--- config.mk ---
export PLATFORM = sky130hd
export DESIGN_NAME = lshift_deser
export DESIGN_NICKNAME = d
export VERILOG_FILES = /design/src/rtl/lshift_deser.sv
export SDC_FILE = /design/constraint.sdc
export NUM_CORES = 1
export LEC_CHECK = 0
export ABC_AREA = 1
export CORE_UTILIZATION = 34
export CTS_CLUSTER_DIAMETER = 30
export DETAILED_ROUTE_END_ITERATION = 7
export PLACE_DENSITY = 0.55
export SLEW_MARGIN = 20
export SYNTH_ARGS = -nofsm -noshare
export SYNTH_HDL_FRONTEND = slang
export SYNTH_SLANG_ARGS = --single-unit
--- constraint.sdc ---
create_clock -name clk -period 1.26 [get_ports clk]
set_input_delay 0.126 -clock clk [delete_from_list [all_inputs] [get_ports clk]]
set_output_delay 0.126 -clock clk [all_outputs]
set_load 0.02 [all_outputs]
--- src/rtl/lshift_deser.sv ---
// Serial-in / parallel-out deserializer for the lshift_reg serial path.
// Optional even-parity trailer bit enabled by defining LSHIFT_DESER_PARITY_EN.
module lshift_deser #(
    parameter int WIDTH     = 8,
    parameter bit MSB_FIRST = 1'b1
) (
    input  logic             clk,
    input  logic             rstn,
    input  logic             start,
    input  logic             ser_in,
    input  logic             ser_valid,
    output logic [WIDTH-1:0] par_out,
    output logic             out_valid,
    output logic             busy,
`ifdef LSHIFT_DESER_PARITY_EN
    output logic             overrun,
    output logic             parity_err
`else
    output logic             overrun
`endif
);

    localparam int CW = $clog2(WIDTH + 1);

    typedef enum logic [1:0] {
        ST_IDLE   = 2'd0,
        ST_SHIFT  = 2'd1,
        ST_PARITY = 2'd2
    } state_t;

    // Handshake: a serial bit transfers on any posedge where ser_valid=1 while a
    // frame is open; out_valid and overrun are single-cycle registered pulses.
    state_t           state;
    logic [CW-1:0]    count;
    logic [WIDTH-1:0] shadow;
    logic [WIDTH-1:0] shifted;
    logic             last_data;

    assign shifted   = MSB_FIRST ? {shadow[WIDTH-2:0], ser_in}
                                 : {ser_in, shadow[WIDTH-1:1]};
    assign last_data = ser_valid && (count == CW'(WIDTH - 1));

    always_ff @(posedge clk) begin
        if (rstn) begin
            state      <= ST_IDLE;
            count      <= '0;
            shadow     <= '0;
            par_out    <= '0;
            out_valid  <= 1'b0;
            busy       <= 1'b0;
            overrun    <= 1'b0;
`ifdef LSHIFT_DESER_PARITY_EN
            parity_err <= 1'b0;
`endif
        end else begin
            out_valid <= 1'b0;
            overrun   <= 1'b0;
            case (state)
                ST_IDLE: begin
                    if (start) begin
                        state  <= ST_SHIFT;
                        busy   <= 1'b1;
                        count  <= '0;
                        shadow <= '0;
                    end
                end
                ST_SHIFT: begin
`ifdef LSHIFT_DESER_PARITY_EN
                    // Data bits never complete a frame here, so any start aborts it.
                    if (start) begin
                        overrun <= 1'b1;
                        count   <= '0;
                        shadow  <= '0;
                    end else if (ser_valid) begin
                        shadow <= shifted;
                        count  <= count + CW'(1);
                        if (last_data) state <= ST_PARITY;
                    end
`else
                    if (start && !last_data) begin
                        overrun <= 1'b1;
                        count   <= '0;
                        shadow  <= '0;
                    end else if (last_data) begin
                        par_out   <= shifted;
                        out_valid <= 1'b1;
                        count     <= '0;
                        shadow    <= '0;
                        state     <= start ? ST_SHIFT : ST_IDLE;
                        busy      <= start;
                    end else if (ser_valid) begin
                        shadow <= shifted;
                        count  <= count + CW'(1);
                    end
`endif
                end
`ifdef LSHIFT_DESER_PARITY_EN
                ST_PARITY: begin
                    if (ser_valid) begin
                        par_out    <= shadow;
                        parity_err <= (^shadow) ^ ser_in;
                        out_valid  <= 1'b1;
                        count      <= '0;
                        shadow     <= '0;
                        state      <= start ? ST_SHIFT : ST_IDLE;
                        busy       <= start;
                    end else if (start) begin
                        overrun <= 1'b1;
                        count   <= '0;
                        shadow  <= '0;
                        state   <= ST_SHIFT;
                    end
                end
`endif
                default: begin
                    state <= ST_IDLE;
                    busy  <= 1'b0;
                end
            endcase
        end
    end

endmodule

; Yosys cells after proc, flatten, opt, wreduce, memory -nomap -nowiden
; Index checks and enable logic that the tools add are counted.
[totals]
reg_bits = 24
input_bits = 5
output_inout_bits = 11
[op_classes]
addsub = 1
n_eq_ne = 6
n_mux = 21
n_bitwise = 2
reduce_logical = 10
[ops]
columns = operator, n
row1 = 2-to-1 mux 7 bit, 4
row2 = 2-to-1 mux 4 bit, 4
row3 = case mux 7 bit (2 select lines), 1
row4 = AND reduction 3 bit, 3
row5 = case mux 4 bit (2 select lines), 1
row6 = 2-to-1 mux 1 bit, 6
row7 = 2-to-1 mux 2 bit, 3
row8 = "!= test 2 bit, second input constant", 3
row9 = "adder 4 x 1 -> 4 bit, second input constant", 1
row10 = "equality test 4 x 3 -> 1 bit, second input constant", 1
row11 = "!= test 4 bit, second input constant", 1
row12 = case mux 2 bit (2 select lines), 1
row13 = OR reduction 3 bit, 1
row14 = "equality test 2 x 1 -> 1 bit, second input constant", 1
row15 = logical AND 1 bit, 2
row16 = logical NOT 2 bit, 1
row17 = inverter 1 bit, 2
row18 = case mux 1 bit (2 select lines), 1
row19 = nonzero test 2 bit, 1
row20 = OR reduction 2 bit, 1
row21 = logical NOT 1 bit, 1

; Logic depth before layout (Yosys ltp)
; Gate-level depths: netlist (run 1).
[logic_depth]
word_depth = 6
ltp_mapped = 8
depth_no_buf = 8

; Worst setup path before layout (run 1)
; Ideal clock, no wire load.
[synth_path]
kind = register to register
from = register count[0]
to = register par_out[0]
t_arrival_ns = 1.053
required_ns = 1.128
setup_slack_ns = 0.075
stages_incl_launch_ff = 9
synth_period_minus_slack_ns = 1.185
cell_sequence = dfxtp_1 ha_1 nand2_1 inv_2 nand2_4 inv_4 nand2_2 nand2_1 a21oi_1
[synth_via]
elab_chain_len = 6
[synth_lines]
columns = item, line
row1 = start: declaration, 34  ; logic [CW-1:0] count;
row2 = start signal: assignment, 93  ; count <= count + CW'(1);
row3 = equality test 4 x 3 -> 1 bit *, 41  ; assign last_data = ser_valid && (count == CW'(WIDTH - 1));
row4 = logical AND 1 bit *, 41
row5 = logical NOT 1 bit, 80  ; if (start && !last_data) begin
row6 = logical AND 1 bit, 80
row7 = inverter 1 bit (no line), --
row8 = AND reduction 3 bit (no line) *, --
row9 = end signal: assignment, 85  ; par_out <= shifted;
row10 = end: declaration, 12  ; output logic [WIDTH-1:0] par_out,
; Mark *: on every way between the ends. The rest lies on a longest branch, timed or not.
; A chain may end at the register's enable or synchronous reset.

; Worst setup path in the final report (run 1)
[layout_path]
from = register count[0]
to = register shadow[6]
[layout_via]
elab_chain_len = 6
word_cells_on_any_way = 9
[layout_lines]
columns = item, line
row1 = equality test 4 x 3 -> 1 bit *, 41
row2 = logical AND 1 bit *, 41
row3 = logical NOT 1 bit, 80
row4 = logical AND 1 bit, 80
row5 = != test 4 bit (no line) / 2-to-1 mux 7 bit (equally long branches), --
row6 = AND reduction 3 bit (no line) / case mux 7 bit (2 select lines) (equally long branches), --
row7 = end signal: assignment, 92  ; shadow <= shifted;
row8 = end: declaration, 35  ; logic [WIDTH-1:0] shadow;
; Marked as above.

==> qor.txt, run 1 <==
share of cells above drive strength 1: 17.1%
HPWL after DPL: 1440 µm
final period utilization: 94.0%
RSZ-0062 raised after global routing: false
Site Rows: 17
DRC: 0
Placed Cells: 164
port bufs: 15
Final ANT Viol Nets: 0
Yosys cell types: 19
largest net degree at the start of global routing: 13
LEAKAGE: 0.518 nW
diode count: 0
worst-margin pin slew: 0.223 ns
VDD IR max: 713 µV
Worst slew margin: 85.2%
routed wire length: 1870 µm
Final GP Congestion: 0.806
setup violators final: 0
Final nets: 147
fmax: 844 MHz
H-tree levels: 1
Worst-Skew Late Latency: 0.30 ns
crit path DAT: 1.44 ns
clk_skew: 0.00108 ns
HP Class: input pin to register
GRT overflow: 0
vias in the first global route: 725
Post-Synthesis Cell Area: 863 µm²
# Post-CTS Setup Buffers: 0
Critical Path End Type: register
Synth area leader: dfxtp_1
Worst-path clk slew: 0.12 ns
share of the synthesized area in the top cell type: 51.0%
Root Buffer: clkbuf_4
num ports: 16
Min Clock Period, post-route: 1.18 ns
CTS Buffer Depth: 2
Place WS: -0.138 ns
fillers: 242
final worst-path setup slack: 0.0753 ns
final hold vios: 0
initial antenna violation count: 0
Ys Warns: 0
1st-pass router iterations: 4
CTS buffer count: 3
TritonCTS clock tree: yes
Pwr per Cell Area: 1040 nW/µm²
Pins Over Slew Limit: 0
share of synthesized flip-flops with an asynchronous set or reset: 0%
Die Ht: 52.4 µm
effective utilization at floorplan: 37.6%
Required @ worst endpoint: 1.51 ns
Core ar.: 2300 µm²
CP Launch Type: register
CP Max Fanout: 7
most frequent cells in the layout: nand2_1 (25), dfxtp_1 (22), nand3_1 (16)
Synth Instances: 113
dominant synthesized flop cell: dfxtp_1
clk sink count: 22
Layout Cells excl Fill: 168
1st-iter DRT viols: 11
Yosys reg bits: 22
Tot GR Track Use: 15.7%
Synth Net Count: 119
die width: 52.4 µm
vias per cell: 4.73
status: finished clean
first-pass GRT wire length: 3130 µm
Area Overhead vs Synth: 35.2%
Seq/Total Area, Yosys: 51.0%
most common cell after layout, fill and taps aside: nand2_1
ranking of synthesized cells by area: dfxtp_1 (51%), nand2_1 (11%), a21oi_1 (9.3%)
vias: 795
Max Cap Viol: 0
EDFF count, synth: 0
die area: 2740 µm²
syn avg cell area: 7.64 µm²
Routed WL per cell: 11.1 µm
Worst Setup Path Type: register to register
## timing repair
item | 4_1_cts | 5_1_grt
endpoints found under the setup margin | 11 | 11
hold buffers | 0 | 0
pin swaps | 0 | 0
resized for setup | 11 | 4
## cell families (layout without fill, tap and decap cells)
kind of cell,after synthesis,count (layout),share of synthesized area [%]
AOI/OAI and AO/OA,20,20,11.7
adders and majority gates,1,1,1.45
buffers and inverters,13,40,6.23
DFF,22,22,51.0
and+or+nand+nor,57,57,29.6
## layout make-up
class                   count  area [µm²]  area share (%)
flip-flops and latches     22         440            37.7
well taps                  28        35.0            3.00
inverters                  10        40.0            3.43
multi-input cells          78         384            32.9
clock buffers               4        36.3            3.11
repair buffers             26         231            19.8
## registers in the layout, indices dropped and copies added (netlist names)
register   count
par_out        8
count          4
busy           1
overrun        1
shadow         7
out_valid      1
## metal layers
layer	wire, µm	track usage, %	up-vias
met4	12	3.95	0
met3	71	5.22	2
met5	0	0	-
met1	1040	21.9	355
met2	741	23.0	14
li1	-	-	424
## per-stage QoR
step	total power, mW	hold WS (ns)	TNS [ns]	cell area [µm²]	util (%)
6_report	1.21	0.445	0	1170	50.8
4_1_cts	1.23	0.435	0	1150	50.2
2_1_floorplan	0.779	0.270	0	863	-
3_5_place_dp	0.843	0.452	-1.69	1130	49.2
5_1_grt	1.28	0.427	0	1170	50.8
3_3_place_gp	0.842	0.453	-1.06	1130	49.2
## Yosys cell counts, types with 2 or more instances
| library cell | n |
|---|---|
| a21oi_1 | 16 |
| buf_2 | 2 |
| dfxtp_1 | 22 |
| inv_1 | 7 |
| inv_2 | 2 |
| nand2_1 | 26 |
| nand3_1 | 16 |
| nor2_1 | 10 |
| o21ai_1 | 2 |
## critical path, cell delays in order, from the launching register on
cell,delay [ns]
dfxtp_1,0.33
ha_1,0.22
nand2_2,0.09
inv_2,0.04
nand2_4,0.08
buf_4,0.15
nand3_1,0.09
a21oi_2,0.12
## path summary, 6_finish.rpt
| check | from | to | slack [ns] | cells after the start |
|---|---|---|---|---|
| worst min-delay path | start | overrun | 0.44 | 3 |
| worst max register to register | count[0] | shadow[6] | 0.08 | 7 |
| worst max-delay path | count[0] | shadow[6] | 0.08 | 7 |
| worst min register to register | par_out[7] | par_out[7] | 0.47 | 2 |
## where the power goes
group | internal [mW] | total (mW) | switching [mW]
Combinational | 0.0500 | 0.118 | 0.0680
Clock | 0.176 | 0.385 | 0.209
Sequential | 0.704 | 0.708 | 0.00484
Total | 0.930 | 1.21 | 0.282
(Power assumes the default switching activity.)
==> run 2: changes to the inputs <==
--- a/config.mk
+++ b/config.mk
@@ -10,6 +10,7 @@
 export CTS_CLUSTER_DIAMETER = 30
 export DETAILED_ROUTE_END_ITERATION = 7
 export PLACE_DENSITY = 0.55
+export SETUP_SLACK_MARGIN = 0.5
 export SLEW_MARGIN = 20
 export SYNTH_ARGS = -nofsm -noshare
 export SYNTH_HDL_FRONTEND = slang
==> qor.txt, run 2 (synthesis gave the netlist of run 1 again) <==
LEAKAGE: 0.567 nW
clk sink count: 22
Core ar.: 2300 µm²
DRC: 0
fillers: 196
share of cells above drive strength 1: 50.3%
first-pass GRT wire length: 3360 µm
vias per cell: 5.02
most frequent cells in the layout: nand2_1 (19), buf_4 (13), nand3_1 (12), buf_6 (12)
1st-pass router iterations: 4
routed wire length: 2330 µm
port bufs: 15
Max Cap Viol: 0
num ports: 16
clk_skew: 0.00337 ns
largest net degree at the start of global routing: 16
status: finished clean
dpl cell area: 1140 µm²
initial antenna violation count: 0
final hold vios: 0
Pwr per Cell Area: 936 nW/µm²
Worst-path clk slew: 0.13 ns
vias in the first global route: 734
CP cell instances: ha_4 > nand2_4 > inv_4 > nand2_8 > inv_8 > nand2_4 > nand2_2 > a21oi_1
Min Clock Period, post-route: 1.18 ns
Area Overhead vs Synth: 65.1%
Final GP Congestion: 0.807
Tot GR Track Use: 16.5%
Pins Over Slew Limit: 0
Worst slew margin: 78.1%
Placed Cells: 161
HPWL after DPL: 1390 µm
CTS Buffer Depth: 2
worst-margin pin slew: 0.327 ns
CP dominant cell by count: nand2_4
CP Launch Type: register
Site Rows: 17
reg-to-reg slack, setup: 0.08 ns
Final TNS setup: 0 ns
area occupied by multi-input gates: 520 µm²
Worst Setup Path Type: register to register
H-tree levels: 1
die width: 52.4 µm
TritonCTS clock tree: yes
fmax: 850 MHz
Worst-Skew Late Latency: 0.30 ns
Die Ht: 52.4 µm
CTS buffer count: 3
effective utilization at floorplan: 37.6%
Layout Cells excl Fill: 175
Min Hold Slack: 0.213 ns
VDD IR max: 585 µV
vias: 879
Place WS: -0.101 ns
HP Class: input pin to register
Final ANT Viol Nets: 0
register area: 463 µm²
crit path DAT: 1.38 ns
top cell family by delay on the critical path: flip-flops
buffers and inverters on the worst path: 2
RSZ-0062 raised after global routing: true
die area: 2740 µm²
setup violators final: 0
Final nets: 154
CP Max Fanout: 7
most common cell after layout, fill and taps aside: nand2_1
Routed WL per cell: 13.3 µm
GRT overflow: 0
Reg with most FFs: par_out
Tot Pwr: 1.33 mW
biggest regs: par_out (8), shadow (7), count (4)
final worst-path setup slack: 0.0834 ns
final period utilization: 93.4%
Root Buffer: clkbuf_4
1st-iter DRT viols: 12
diode count: 0
Required @ worst endpoint: 1.46 ns
Critical Path End Type: register
post-route cell area: 1430 µm²
final core utilization: 62.0%
Max stage delay on crit path: 0.39 ns
Largest register FFs: 8
slowest CP cell: dfxtp_4
-- run 2: worst min-delay path, delay by kind of cell --
kind          cells  cell delay (ns)
simple gates      2             0.16
buf+inv           1             0.22
-- run 2: final timing paths --
check / startpoint / endpoint / cells after the start
setup / recovery: count[0] / par_out[6] / 8
hold / removal: start / overrun / 3
setup reg to reg: count[0] / par_out[6] / 8
hold reg to reg: par_out[7] / par_out[7] / 2
-- run 2: layout make-up --
cell class / instances / area share, %
flip-flops and latches: 22 / 32.5
repair buffers: 30 / 20.7
repair inverters: 2 / 0.966
inverters: 10 / 3.51
well taps: 28 / 2.46
clock buffers: 4 / 3.34
multi-input cells: 79 / 36.5
-- run 2: per-layer routing --
metal	track usage (%)	share of wire, %
met4	3.95	1.2
met2	24.7	48
met1	24.4	48
met3	2.61	3.1
met5	0	0
-- run 2: power by group --
group	internal (mW)	leakage [nW]	switching (mW)
clock	0.242	0.0261	0.225
sequential	0.702	0.184	0.00878
combinational	0.0638	0.356	0.0924
total	1.01	0.567	0.326
-- run 2: repair_timing --
action,4_1_cts,5_1_grt
gates cloned,0,3
resized for setup,75,35
setup endpoints to repair,33,33
setup buffers,2,5
hold buffers,0,0
pin swaps,3,9
==> run 3: changes to the inputs <==
--- a/config.mk
+++ b/config.mk
@@ -6,6 +6,8 @@
 export NUM_CORES = 1
 export LEC_CHECK = 0
 export ABC_AREA = 1
+export CAP_MARGIN = 20
+export CORE_ASPECT_RATIO = 1.4
 export CORE_UTILIZATION = 34
 export CTS_CLUSTER_DIAMETER = 30
 export DETAILED_ROUTE_END_ITERATION = 7
==> qor.txt, run 3 (synthesis gave the netlist of run 1 again) <==
Root Buffer: clkbuf_4
1st-pass router iterations: 4
vias in the first global route: 765
Final GP Congestion: 0.750
Routed WL per cell: 11.6 µm
final period utilization: 94.8%
port bufs: 15
crit path DAT: 1.43 ns
die area: 2750 µm²
largest net degree at the start of global routing: 17
CTS Buffer Depth: 2
Final ANT Viol Nets: 0
Pwr per Cell Area: 857 nW/µm²
num ports: 16
Core ar.: 2390 µm²
fmax: 837 MHz
HP Class: input pin to register
Critical Path End Type: register
CP Max Fanout: 6
post-route cell area: 1390 µm²
final hold vios: 0
CP Launch Type: register
VDD IR max: 630 µV
setup violators final: 0
crit path capture: par_out[5]
Worst Setup Path Type: register to register
Required @ worst endpoint: 1.50 ns
1st-iter DRT viols: 14
Final nets: 152
RSZ-0062 raised after global routing: true
clk sink count: 22
most frequent cells in the layout: nand2_1 (19), nand3_1 (14), buf_4 (13)
vias per cell: 4.70
Worst slew margin: 86.1%
worst-margin pin slew: 0.209 ns
vias: 842
effective utilization at floorplan: 36.1%
diode count: 0
share of cells above drive strength 1: 46.9%
first-pass GRT wire length: 3350 µm
worst r2r src: count[1]
worst reg-to-reg path cell count: 8
status: finished clean
Tot GR Track Use: 17.1%
most common cell after layout, fill and taps aside: nand2_1
slowest CP cell: dfxtp_4
Largest register FFs: 8
die width: 44.6 µm
Area Overhead vs Synth: 60.7%
TritonCTS clock tree: yes
initial antenna violation count: 0
CTS buffer count: 3
Pins Over Slew Limit: 0
GRT overflow: 0
Min Clock Period, post-route: 1.19 ns
Die Ht: 61.6 µm
hold path depth: 3
biggest regs: par_out (8), shadow (7), count (4)
Max Cap Viol: 0
reg2reg end: par_out[5]
reg-to-reg slack, setup: 0.07 ns
Reg with most FFs: par_out
DRC: 0
Site Rows: 21
Min Hold Slack: 0.433 ns
HPWL after DPL: 1370 µm
Max stage delay on crit path: 0.37 ns
Worst-Skew Late Latency: 0.31 ns
routed wire length: 2090 µm
CP dominant cell by count: nand2_8
H-tree levels: 1
CP cell instances: ha_4 > nand2_4 > inv_4 > nand2_8 > clkinv_8 > nand2_8 > nand2_2 > a21oi_2
clk_skew: 0.00850 ns
Worst-path clk slew: 0.13 ns
worst setup path start: count[1]
dpl cell area: 1150 µm²
LEAKAGE: 0.533 nW
==> run 3: final cells by class <==
type / count / area (µm²)
multi-input cells: 79 / 509
clock buffers: 4 / 26.3
fillers: 222 / 1000
flip-flops and latches: 22 / 462
well taps: 34 / 42.5
inverters: 10 / 57.6
repair buffers: 29 / 282
repair inverters: 1 / 8.76
==> run 3: report_power, final <==
part / total [mW] / switching [mW] / internal [mW] / leakage (nW)
sequential: 0.712 / 0.00890 / 0.703 / 0.185
combinational: 0.142 / 0.0821 / 0.0596 / 0.333
clock: 0.335 / 0.212 / 0.123 / 0.0150
==> run 3: routing by layer <==
metal  vias up  share of wire (%)  track usage (%)
li1        435                  -                -
met1       393                 40             18.8
met2        12                 57             31.1
met3         2                2.5             2.64
met4         0               0.96             9.09
met5         -                  0                0
==> run 3: worst min-delay path by stage <==
stage                    start          to  slack, ns
floorplan                start     overrun       0.27
global placement    par_out[3]  par_out[3]       0.45
detailed placement  par_out[3]  par_out[3]       0.45
CTS                     ser_in  par_out[0]       0.41
global route            ser_in   shadow[0]       0.45
finish                  ser_in  par_out[0]       0.43
==> run 3: critical path, delay by kind of cell (launching register included) <==
family          cells  cell delay, ns
buf+inv             2            0.14
fa+ha+maj           1            0.16
compound gates      1            0.13
simple gates        4            0.31
flops               1            0.37
==> run 3: stage by stage <==
stage	power [mW]	TNS, ns	worst slack, ns	utilization [%]	cells
2_1_floorplan	0.784	0	0.172	-	113
6_report	1.19	0	0.0660	58.0	179
3_3_place_gp	0.841	-0.999	-0.0786	47.9	167
3_5_place_dp	0.841	-1.19	-0.0813	47.9	167
5_1_grt	1.26	-0.00800	-0.00800	58.0	179
4_1_cts	1.18	0	0.121	53.0	175
==> run 3: what timing repair did <==
| item | in CTS | in global routing |
|---|---|---|
| hold buffers | 0 | 0 |
| pin swaps | 2 | 7 |
| resized for setup | 81 | 25 |
| setup buffers | 3 | 3 |
| endpoints found under the setup margin | 33 | 33 |
| gates cloned | 1 | 1 |
